File: src/rtl/io_fifo_port.sv
// io_fifo_port: memory-mapped responder on the processor data bus.
// Holds an LED register, a synchronised switch input and a write FIFO
// that the processor fills and an external consumer drains via valid/ready.
// Register map (ADDR[1:0]): 0 DATA, 1 STATUS, 2 LED, 3 SW.
module io_fifo_port #(
  parameter logic [3:0] BASE  = 4'h1,
  parameter int         DEPTH = 8,
  parameter int         AW    = 3
) (
  input  logic        Clock,
  input  logic        Resetn,
  input  logic [15:0] ADDR,
  input  logic [15:0] DOUT,
  input  logic        W,
  input  logic [9:0]  SW,
  output logic [15:0] RDATA,
  output logic        RSEL,
  output logic [9:0]  LEDR,
  output logic [15:0] q_data,
  output logic        q_valid,
  input  logic        q_ready
);

  localparam logic [AW:0]   DEPTH_C = (AW+1)'(DEPTH);
  localparam logic [AW:0]   CNT_ONE = (AW+1)'(1'b1);
  localparam logic [AW-1:0] PTR_ONE = AW'(1'b1);

  // Registered state
  logic [15:0]   mem_r [DEPTH];
  logic [AW-1:0] wptr_r;
  logic [AW-1:0] rptr_r;
  logic [AW:0]   count_r;
  logic          ovf_r;
  logic [9:0]    ledr_r;
  logic [9:0]    sw_meta_r;
  logic [9:0]    sw_sync_r;
  logic [15:0]   rdata_r;
  logic          rsel_r;

  // Decode and FIFO control
  logic          sel_s;
  logic [1:0]    off_s;
  logic          push_req_s;
  logic          flush_s;
  logic          clr_ovf_s;
  logic          led_wr_s;
  logic          empty_s;
  logic          full_s;
  logic          pop_s;
  logic          do_push_s;
  logic          ovf_set_s;
  logic [AW:0]   count_nxt_s;
  logic [7:0]    cnt8_s;
  logic [15:0]   rd_mux_s;

  // Address decode, handshake qualification and FIFO next-count
  always_comb begin
    sel_s       = (ADDR[15:12] == BASE);
    off_s       = ADDR[1:0];
    push_req_s  = W & sel_s & (off_s == 2'd0);
    flush_s     = W & sel_s & (off_s == 2'd1) & DOUT[0];
    clr_ovf_s   = W & sel_s & (off_s == 2'd1) & DOUT[1];
    led_wr_s    = W & sel_s & (off_s == 2'd2);
    empty_s     = (count_r == '0);
    full_s      = (count_r == DEPTH_C);
    pop_s       = (~empty_s) & q_ready;
    // A push into a full FIFO still lands if the head leaves on the same edge.
    do_push_s   = push_req_s & ((~full_s) | pop_s);
    ovf_set_s   = push_req_s & full_s & (~pop_s);
    count_nxt_s = count_r;
    case ({do_push_s, pop_s})
      2'b10:   count_nxt_s = count_r + CNT_ONE;
      2'b01:   count_nxt_s = count_r - CNT_ONE;
      default: count_nxt_s = count_r;
    endcase
  end

  // Read-data multiplexer over the four registers
  always_comb begin
    cnt8_s         = 8'h00;
    cnt8_s[AW:0]   = count_r;
    rd_mux_s       = 16'h0000;
    case (off_s)
      2'd0: begin
        if (empty_s) begin
          rd_mux_s = 16'h0000;
        end else begin
          rd_mux_s = mem_r[rptr_r];
        end
      end
      2'd1:    rd_mux_s = {cnt8_s, 5'b00000, ovf_r, full_s, empty_s};
      2'd2:    rd_mux_s = {6'b000000, ledr_r};
      2'd3:    rd_mux_s = {6'b000000, sw_sync_r};
      default: rd_mux_s = 16'h0000;
    endcase
  end

  // FIFO storage; not reset, only written by an accepted push
  always_ff @(posedge Clock) begin
    if (do_push_s && !flush_s) begin
      mem_r[wptr_r] <= DOUT;
    end
  end

  // FIFO pointers, count and sticky overflow; flush beats push/pop
  always_ff @(posedge Clock or negedge Resetn) begin
    if (!Resetn) begin
      wptr_r  <= '0;
      rptr_r  <= '0;
      count_r <= '0;
      ovf_r   <= 1'b0;
    end else begin
      if (flush_s) begin
        wptr_r  <= '0;
        rptr_r  <= '0;
        count_r <= '0;
      end else begin
        if (do_push_s) begin
          wptr_r <= wptr_r + PTR_ONE;
        end
        if (pop_s) begin
          rptr_r <= rptr_r + PTR_ONE;
        end
        count_r <= count_nxt_s;
      end
      // Clearing wins over a same-cycle overflow.
      if (clr_ovf_s) begin
        ovf_r <= 1'b0;
      end else if (ovf_set_s) begin
        ovf_r <= 1'b1;
      end
    end
  end

  // LED register
  always_ff @(posedge Clock or negedge Resetn) begin
    if (!Resetn) begin
      ledr_r <= 10'h000;
    end else if (led_wr_s) begin
      ledr_r <= DOUT[9:0];
    end
  end

  // Two-flop synchroniser for the asynchronous switches
  always_ff @(posedge Clock or negedge Resetn) begin
    if (!Resetn) begin
      sw_meta_r <= 10'h000;
      sw_sync_r <= 10'h000;
    end else begin
      sw_meta_r <= SW;
      sw_sync_r <= sw_meta_r;
    end
  end

  // Registered read port: one cycle after ADDR, from pre-edge state
  always_ff @(posedge Clock or negedge Resetn) begin
    if (!Resetn) begin
      rdata_r <= 16'h0000;
      rsel_r  <= 1'b0;
    end else begin
      rdata_r <= rd_mux_s;
      rsel_r  <= sel_s;
    end
  end

  assign RDATA   = rdata_r;
  assign RSEL    = rsel_r;
  assign LEDR    = ledr_r;
  assign q_data  = mem_r[rptr_r];
  assign q_valid = (count_r != '0);

endmodule

File: config.mk
export PLATFORM = sky130hd
export DESIGN_NAME = io_fifo_port
export DESIGN_NICKNAME = d
export VERILOG_FILES = /design/src/rtl/io_fifo_port.sv
export SDC_FILE = /design/constraint.sdc
export NUM_CORES = 1
export LEC_CHECK = 0
export BUFFER_PORTS_ARGS = -buffer_cell sky130_fd_sc_hd__buf_2
export CAP_MARGIN = 30
export CORE_ASPECT_RATIO = 1.5
export CORE_MARGIN = 2
export CORE_UTILIZATION = 57
export DETAILED_ROUTE_END_ITERATION = 8
export PLACE_DENSITY = 0.86
export REMOVE_ABC_BUFFERS = 1
export SLEW_MARGIN = 20
export SYNTH_ARGS = -nofsm -noshare
export SYNTH_HDL_FRONTEND = slang
export SYNTH_SLANG_ARGS = --single-unit
File: constraint.sdc
create_clock -name Clock -period 3.35 [get_ports Clock]
set_clock_uncertainty 0.05 [all_clocks]
set_input_delay 0.67 -clock Clock [delete_from_list [all_inputs] [get_ports Clock]]
set_output_delay 0.67 -clock Clock [all_outputs]
set_load 0.02 [all_outputs]
-- Yosys cells after proc, flatten, opt, wreduce, memory -nomap -nowiden
Memories as Yosys holds them, arrays and structs flattened.
Index checks and enable logic that the tools add are counted.
- register bits after elaboration: 58
- memory bits (writable): 128
- bits of input ports: 46
- memories: 1
- memory list (memory ; words ; bits a word ; rd ports ; clocked after Yosys merged registers in ; write ports ; RTL line ; text):
    mem_r ; 8 ; 16 ; 1 ; 0 ; 1 ; 29 ; logic [15:0] mem_r [DEPTH];
- $add $sub $neg: 4
- eq/ne operators: 7
- muxes and demuxes: 12
- bitwise gates (word level): 14
- reduce and logical (&&, ||, !) cells: 9
- operators with widths (cell ; count):
    $pmux W16 S4 ; 1
    $mux W16 ; 1
    $mux W3 ; 4
    $and A1 B1 Y1 ; 10
    $pmux W4 S2 ; 1
    $add A3 B1 Y3 const B ; 2
    $eq A2 B2 Y1 const B ; 3
    $reduce_bool A2 Y1 ; 3
    $add A4 B1 Y4 const B ; 1
    $eq A2 B1 Y1 const B ; 2
    $eq A4 B1 Y1 const B ; 1
    $eq A4 B4 Y1 const B ; 1
    $logic_not A4 Y1 ; 1
    $mux W1 ; 4
    $mux W4 ; 1
    $reduce_bool A4 Y1 ; 1
    $sub A4 B1 Y4 const B ; 1
    $not A1 Y1 ; 3
    $reduce_bool A3 Y1 ; 1
    $logic_not A2 Y1 ; 1
    $logic_and A1 B1 Y1 ; 1
    $logic_not A1 Y1 ; 1
    $or A1 B1 Y1 ; 1

-- Longest topological paths before layout
Gate-level depths: netlist of the first run.
- word-level depth: 8
- gate-level depth with buffers: 9
- gate-level depth less buffers: 8

-- Least setup slack after synthesis of the first run
OpenSTA, ideal clock, no wires.
- path kind: in2reg
- start point: in ADDR[1]
- end point: mem mem_r[0][0], enable pin
- arrival: 2818 ps
- required time: 2891 ps
- slack: 72 ps
- stages: 5
- cell sequence: clkbuf_1 > nor2_1 > nand3_1 > or3_1 > nor3_1
- longest elaborated chain between the ends: 7
- ends and longest elaborated chain (item ; RTL line ; text):
    from (decl) ; 12 ; input logic [15:0] ADDR,
    $eq A2 B1 Y1 ; 61 ; flush_s = W & sel_s & (off_s == 2'd1) & DOUT[0];
    $and A1 B1 Y1 (2 in series) ; 61 ;
    $logic_not A1 Y1 ; 100 ; if (do_push_s && !flush_s) begin
    $logic_and A1 B1 Y1 * ; 100 ;
    $mux W1 * ; 100 ;
    $mux W1 (not written as such) * ; 101 ; mem_r[wptr_r] <= DOUT;
    to (decl) ; 29 ;
Every way passes the cells marked *; elsewhere a longest branch is shown, timed or not.

-- Final worst setup path of the first run
- start point: reg rptr_r[0]
- end point: out q_data[3]
- longest elaborated chain between the ends: 1
- ends and longest elaborated chain (item ; RTL line ; text):
    from (decl) ; 31 ; logic [AW-1:0] rptr_r;
    from (signal assigned) ; 122 ; rptr_r <= rptr_r + PTR_ONE;
    $mem_v2 Z8 W16 ; n/a ;
    to (decl) ; 19 ; output logic [15:0] q_data,
Every way passes these cells.

==> flow_summary.toml, run 1 <==
[power_and_ir_drop]
internal_power_uw = 4420
swShare = 0.302
power_density_nw_per_um2 = 751
cellLeakagePower_uw = 0.00326
peakVddDrop_v = 0.000494
power_switching_uw = 1910
clkPwrFrac = 0.281
power_frac_comb = 0.293
pwr-share-seq = 0.426

[worst_setup_path]
reg2reg_depth = 8
slowest_stage = "mux4_2"
critical_path_required_ns = 2.63
worst-setup-path-type = "reg -> out"
crit_family = "multiplexers"
cp_slowest_stage_delay_ns = 0.57
crit_chain = "buf_12 > mux4_2 > mux2_2 > buf_2"
worst-path-buf-inv = 2
worstSetupEndpointType = "output port"
critical_path_arrival_ns = 2.15
crit_fanout = 34
cp.depth = 4
crit_path_start_kind = "flop"

[sta]
slew_viol_final = 0
timing_hold_violations_final = 0
fin_crit_sh = 0.857
max_freq_ghz = 0.348
setup_viol = 0
finalSetupTns_ns = 0
hold_ws_ns = 0.192
min_period_ns = 2.87
rsz0062_at_grt = "no"
relSlewSlack = 0.617
tightest_slew_ns = 0.575

[floorplanning]
dieArea_um2 = 13500
start_util = 0.577
fp.dieH_um = 141
rows = 50
core-area_um2 = 12400
die_w_um = 95.4
io_pins = 90

[synth]
yosys.area_share.simple = 0.0396
ys_seq_area_frac = 0.741
synth_edf_count = 128
ys_top_cells_by_count = "edfxtp_1, dfrtp_1, mux4_2"
syn_area_per_cell_um2 = 19.7
synth_top_family_by_area = "multiplexers"
synthAdderAreaFrac = 0.00700
synth_xor_area_frac = 0.00735
synth.yosys.warnings = 0
yosys.area.top_type = "edfxtp_1"
syn_area_um2 = 7150
synth.most_common_cell = "edfxtp_1"
synth-main-ff-cell = "edfxtp_1"
ys_ff_latch = 186
syn_inst = 362
synthMuxAreaShare = 0.162
ys_async_sr_fraction = 0.312
synth_compound_area_frac = 0.0326
netlist.area_leader.share = 0.538
ys_top_cells_by_area = "edfxtp_1, dfrtp_1, mux4_2"
synthDistinctLibCells = 40

[cts]
clk_latency_ns = 0.42
cts_tree = "built"
cts_resized = 0
cts_sinks = 186
hold_buffers = 0
root_buffer = "clkbuf_16"
clk_pin_slew_ns = 0.07
clockBufferDepth = 2
cts_buffers = 17
cts_setup_buffers = 0
htreeDepth = 4

[detailed_routing]
detail-route-antenna-nets = 0
drc_errors = 0
vias = 3929
drtIter0Drc = 386
wl_um = 14600
vias_per_cell = 6.12
dr.pass1.iters = 5
wl_per_cell_um = 22.8

[final_layout]
finalCoreUtilization = 0.681
nets = 523
fillers = 785
drive_gt1_frac = 0.420
area_growth_pct = 18.1
layout.cells.non_filler = 642
antennaDiodeCount = 0

[job]
cap_viol_max_count = 0

[status]
status = "finished clean"

[place]
placedCellCount = 610
gp_congestion = 0.790
placement.io_buffers = 79
post-dp-hpwl_um = 9290

[grt]
grt_max_degree = 44
globalRouteTotalUtil = 0.243
grt_pass1_vias = 4124
overflow = 0
grt_pass1_wl_um = 23100
antenna_found_initial = 0

[hold_path]
hold_class = "in -> async"
[state kept, by name, indices dropped and copies added, names as in the netlist]
| register | flops |
|---|---|
| LEDR | 10 |
| RDATA | 16 |
| RSEL | 1 |
| count_r | 4 |
| mem_r | 128 |
| ovf_r | 1 |
| rptr_r | 3 |
| sw_meta_r | 10 |
| sw_sync_r | 10 |
| wptr_r | 3 |
[placed cells by master (no fill, tap or decap), types with 2 or more instances in the layout]
cell type,n
xor2_1,5
clkbuf_16,17
nand2_1,6
dfrtp_1,57
mux4_2,33
a22o_1,8
clkinv_2,2
o21ai_1,4
a221o_1,3
buf_2,78
and3_1,4
nand3_1,3
mux2i_1,4
inv_4,5
edfxtp_1,128
or3_1,2
nor3_1,2
mux2_2,23
ha_1,4
buf_4,29
a31oi_1,3
clkbuf_8,2
clkinv_4,2
clkbuf_1,3
mux2_1,10
nor3_2,2
nor3b_1,2
nor2b_1,4
nor2_1,16
nand2b_1,3
a21oi_1,4
[cell families (layout without fill, tap and decap cells)]
logic type	Yosys count	in the layout
AOI/OAI and AO/OA	29	29
DFF	186	186
adders and majority gates	4	4
muxes	70	70
xor gates and xnor gates	6	6
and+or+nand+nor	50	50
buffers and inverters	17	141
[layout make-up]
cell class                      instances  area (um^2)  share of cell area
Timing Repair Buffer                  108          628              0.0744
Clock inverter                         10         66.3             0.00786
Tap cell                              156          195              0.0231
Clock buffer                           22          464              0.0550
Sequential cell                       186         5300               0.628
Inverter                                1         3.75            0.000445
Multi-Input combinational cell        159         1780               0.211
[power by group through the flow]
stage | combinational (uW) | sequential (uW) | clock (uW)
3_3_place_gp | 1810 | 2730 | 0
2_1_floorplan | 1040 | 2970 | 0
5_1_grt | 2000 | 2720 | 1900
6_report | 1860 | 2700 | 1780
3_5_place_dp | 1870 | 2740 | 0
4_1_cts | 1880 | 2700 | 1810
[final timing paths]
check                                  start           end  slack (ns)
worst max-delay path               rptr_r[0]     q_data[3]        0.48
worst min register to register  sw_meta_r[4]  sw_sync_r[4]        0.30
worst min-delay path                  Resetn  sw_sync_r[1]        0.19
min in group Clock              sw_meta_r[4]  sw_sync_r[4]        0.30
worst max register to register    count_r[1]    count_r[3]        0.76
max in group asynchronous             Resetn  sw_sync_r[6]        2.49
[metrics by stage]
step	cell area, um^2	total power [uW]	setup WS (ns)
2_1_floorplan	7070	4010	0.101
3_3_place_gp	7900	4550	0.621
3_5_place_dp	7900	4610	0.542
6_report	8440	6330	0.478
4_1_cts	8430	6390	0.435
5_1_grt	8440	6620	0.380
[metal layers]
metal | track usage | vias to the layer above | share of wire
met3 | 0.0599 | 49 | 0.066
li1 | - | 1667 | -
met4 | 0.123 | 0 | 0.041
met2 | 0.393 | 180 | 0.52
met5 | 0 | - | 0
met1 | 0.305 | 2033 | 0.37
(Power assumes the default switching activity.)
==> inputs of run 2 (changes only) <==
--- a/config.mk
+++ b/config.mk
@@ -9,9 +9,9 @@
 export CAP_MARGIN = 30
 export CORE_ASPECT_RATIO = 1.5
 export CORE_MARGIN = 2
-export CORE_UTILIZATION = 57
+export CORE_UTILIZATION = 60
 export DETAILED_ROUTE_END_ITERATION = 8
-export PLACE_DENSITY = 0.86
+export PLACE_DENSITY = 0.89
 export REMOVE_ABC_BUFFERS = 1
 export SLEW_MARGIN = 20
 export SYNTH_ARGS = -nofsm -noshare
==> constraint.sdc (replaced) <==
create_clock -name Clock -period 3.4 [get_ports Clock]
set_clock_uncertainty 0.05 [all_clocks]
set_input_delay 0.68 -clock Clock [delete_from_list [all_inputs] [get_ports Clock]]
set_output_delay 0.68 -clock Clock [all_outputs]
set_load 0.02 [all_outputs]
==> run 2 against run 1 <==
Against the previous run:
- cell count down 1.2%
- cell area up 0.64%
- worst hold slack worse by 0.10 ns
- critical path depth unchanged
- largest cell class unchanged
- setup slack worse by 0.16 ns
==> flow_summary.toml, run 2 (synthesis results as in run 1) <==
[sta]
timing_hold_violations_final = 0
setup_viol = 0
tightest_slew_ns = 0.984
finalSetupTns_ns = 0
fin_crit_sh = 0.905
min_period_ns = 3.08
relSlewSlack = 0.339
max_freq_ghz = 0.325
slew_viol_final = 0
rsz0062_at_grt = "no"

[job]
cap_viol_max_count = 0

[power_and_ir_drop]
clkPwrFrac = 0.308
power_density_nw_per_um2 = 769
internal_power_uw = 4560
peakVddDrop_v = 0.000481
swShare = 0.301
pwr-share-seq = 0.413
power_frac_comb = 0.279
cellLeakagePower_uw = 0.00328
power_switching_uw = 1960

[grt]
globalRouteTotalUtil = 0.263
antenna_found_initial = 0
grt_pass1_wl_um = 24000
overflow = 0
grt_max_degree = 35
grt_pass1_vias = 4172

[detailed_routing]
dr.pass1.iters = 5
drc_errors = 0
vias = 3868
wl_per_cell_um = 24.4
vias_per_cell = 6.10
drtIter0Drc = 340
wl_um = 15500
detail-route-antenna-nets = 0

[final_layout]
layout.cells.non_filler = 634
nets = 521
largest_register_ffs = 128
finalCoreUtilization = 0.733
regMostFlops = "mem_r"
area_growth_pct = 18.8
drive_gt1_frac = 0.424
layout_commonest_cell = "edfxtp_1"
antennaDiodeCount = 0
final_cell_mix = "edfxtp_1, buf_2, dfrtp_1"

[worst_setup_path]
r2r_setup_slack_ns = 0.67
crit_path_start_kind = "flop"
critical_path_required_ns = 2.67
worst-setup-path-type = "reg -> out"
critical_path_arrival_ns = 2.35
slowest_stage = "dfrtp_2"
crit_fanout = 25
r2r-end = "count_r[3]"
worstSetupEndpointType = "output port"
cp_slowest_stage_delay_ns = 0.59
crit_chain = "buf_12 > mux4_2 > mux2_2 > buf_2"
reg2reg_depth = 9
r2r-start = "count_r[1]"

[floorplanning]
core-area_um2 = 11600
io_pins = 90
dieArea_um2 = 12800
fp.dieH_um = 138
start_util = 0.616
die_w_um = 93.1
rows = 48

[hold_path]
hold_class = "in -> async"

[cts]
cts_sinks = 186
cts_tree = "built"
hold_buffers = 0
cts_buffers = 17
htreeDepth = 4
cts_resized = 0
clockBufferDepth = 2
clk_pin_slew_ns = 0.07
clk_latency_ns = 0.43
root_buffer = "clkbuf_16"
cts_setup_buffers = 0

[place]
placement.io_buffers = 79
gp_congestion = 0.779
post-dp-hpwl_um = 9550
placedCellCount = 602

[status]
status = "finished clean"
-- run 2: cell types whose count changed in the layout (fill, tap and decap cells not counted), moves of 2 or more --
| cell | previous run | this run |
|---|---|---|
| inv_4 | 5 | 0 |
| buf_4 | 29 | 26 |
| bufinv_16 | 0 | 3 |
| clkbuf_1 | 3 | 0 |
| inv_6 | 0 | 3 |
| clkinv_2 | 2 | 4 |
-- run 2: power groups by stage --
stage	Sequential (uW)	Combinational [uW]	Clock [uW]
after floorplan	2930	1030	0
after global placement	2730	1760	0
after detailed placement	2740	1810	0
after CTS	2690	1840	2030
after global routing	2710	1930	2120
final	2690	1820	2010
-- run 2: cell type report --
class	instances	area (um^2)
Sequential cell	186	5300
Fill cell	649	3100
Multi-Input combinational cell	159	1780
Timing Repair Buffer	106	611
Clock buffer	18	439
Tap cell	150	188
Clock inverter	14	170
Inverter	1	3.75
-- run 2: routing by layer --
| layer | track usage | wire, um | vias up |
|---|---|---|---|
| met5 | 0 | 0 | - |
| met4 | 0.0980 | 309 | 0 |
| met3 | 0.0574 | 946 | 29 |
| met2 | 0.454 | 8510 | 186 |
| met1 | 0.329 | 5710 | 2003 |
| li1 | - | - | 1650 |
-- run 2: worst max-delay path, delay by kind of cell, from the launching register on --
| kind | cells | cell delay (ns) |
|---|---|---|
| buffers and inverters | 2 | 0.46 |
| DFF | 1 | 0.59 |
| muxes | 2 | 0.85 |
-- run 2: metrics by stage --
stage	cell area, um^2	total power (uW)	hold slack, ns	setup WS [ns]
after floorplan	7070	3950	0.281	0.141
after global placement	7880	4490	0.282	0.570
after detailed placement	7880	4550	0.289	0.474
after CTS	8490	6570	0.0871	0.276
after global routing	8490	6760	0.114	0.185
final	8490	6530	0.0878	0.322
-- run 2: worst max path at each step --
stage | slack [ns] | cells after the start | from | endpoint
global placement | 0.57 | 10 | ADDR[13] | count_r[3]
finish | 0.32 | 4 | rptr_r[0] | q_data[8]
CTS | 0.28 | 4 | rptr_r[0] | q_data[10]
floorplan | 0.14 | 4 | ADDR[13] | mem_r[0][0]
global route | 0.19 | 4 | rptr_r[0] | q_data[11]
detailed placement | 0.47 | 10 | ADDR[13] | count_r[3]
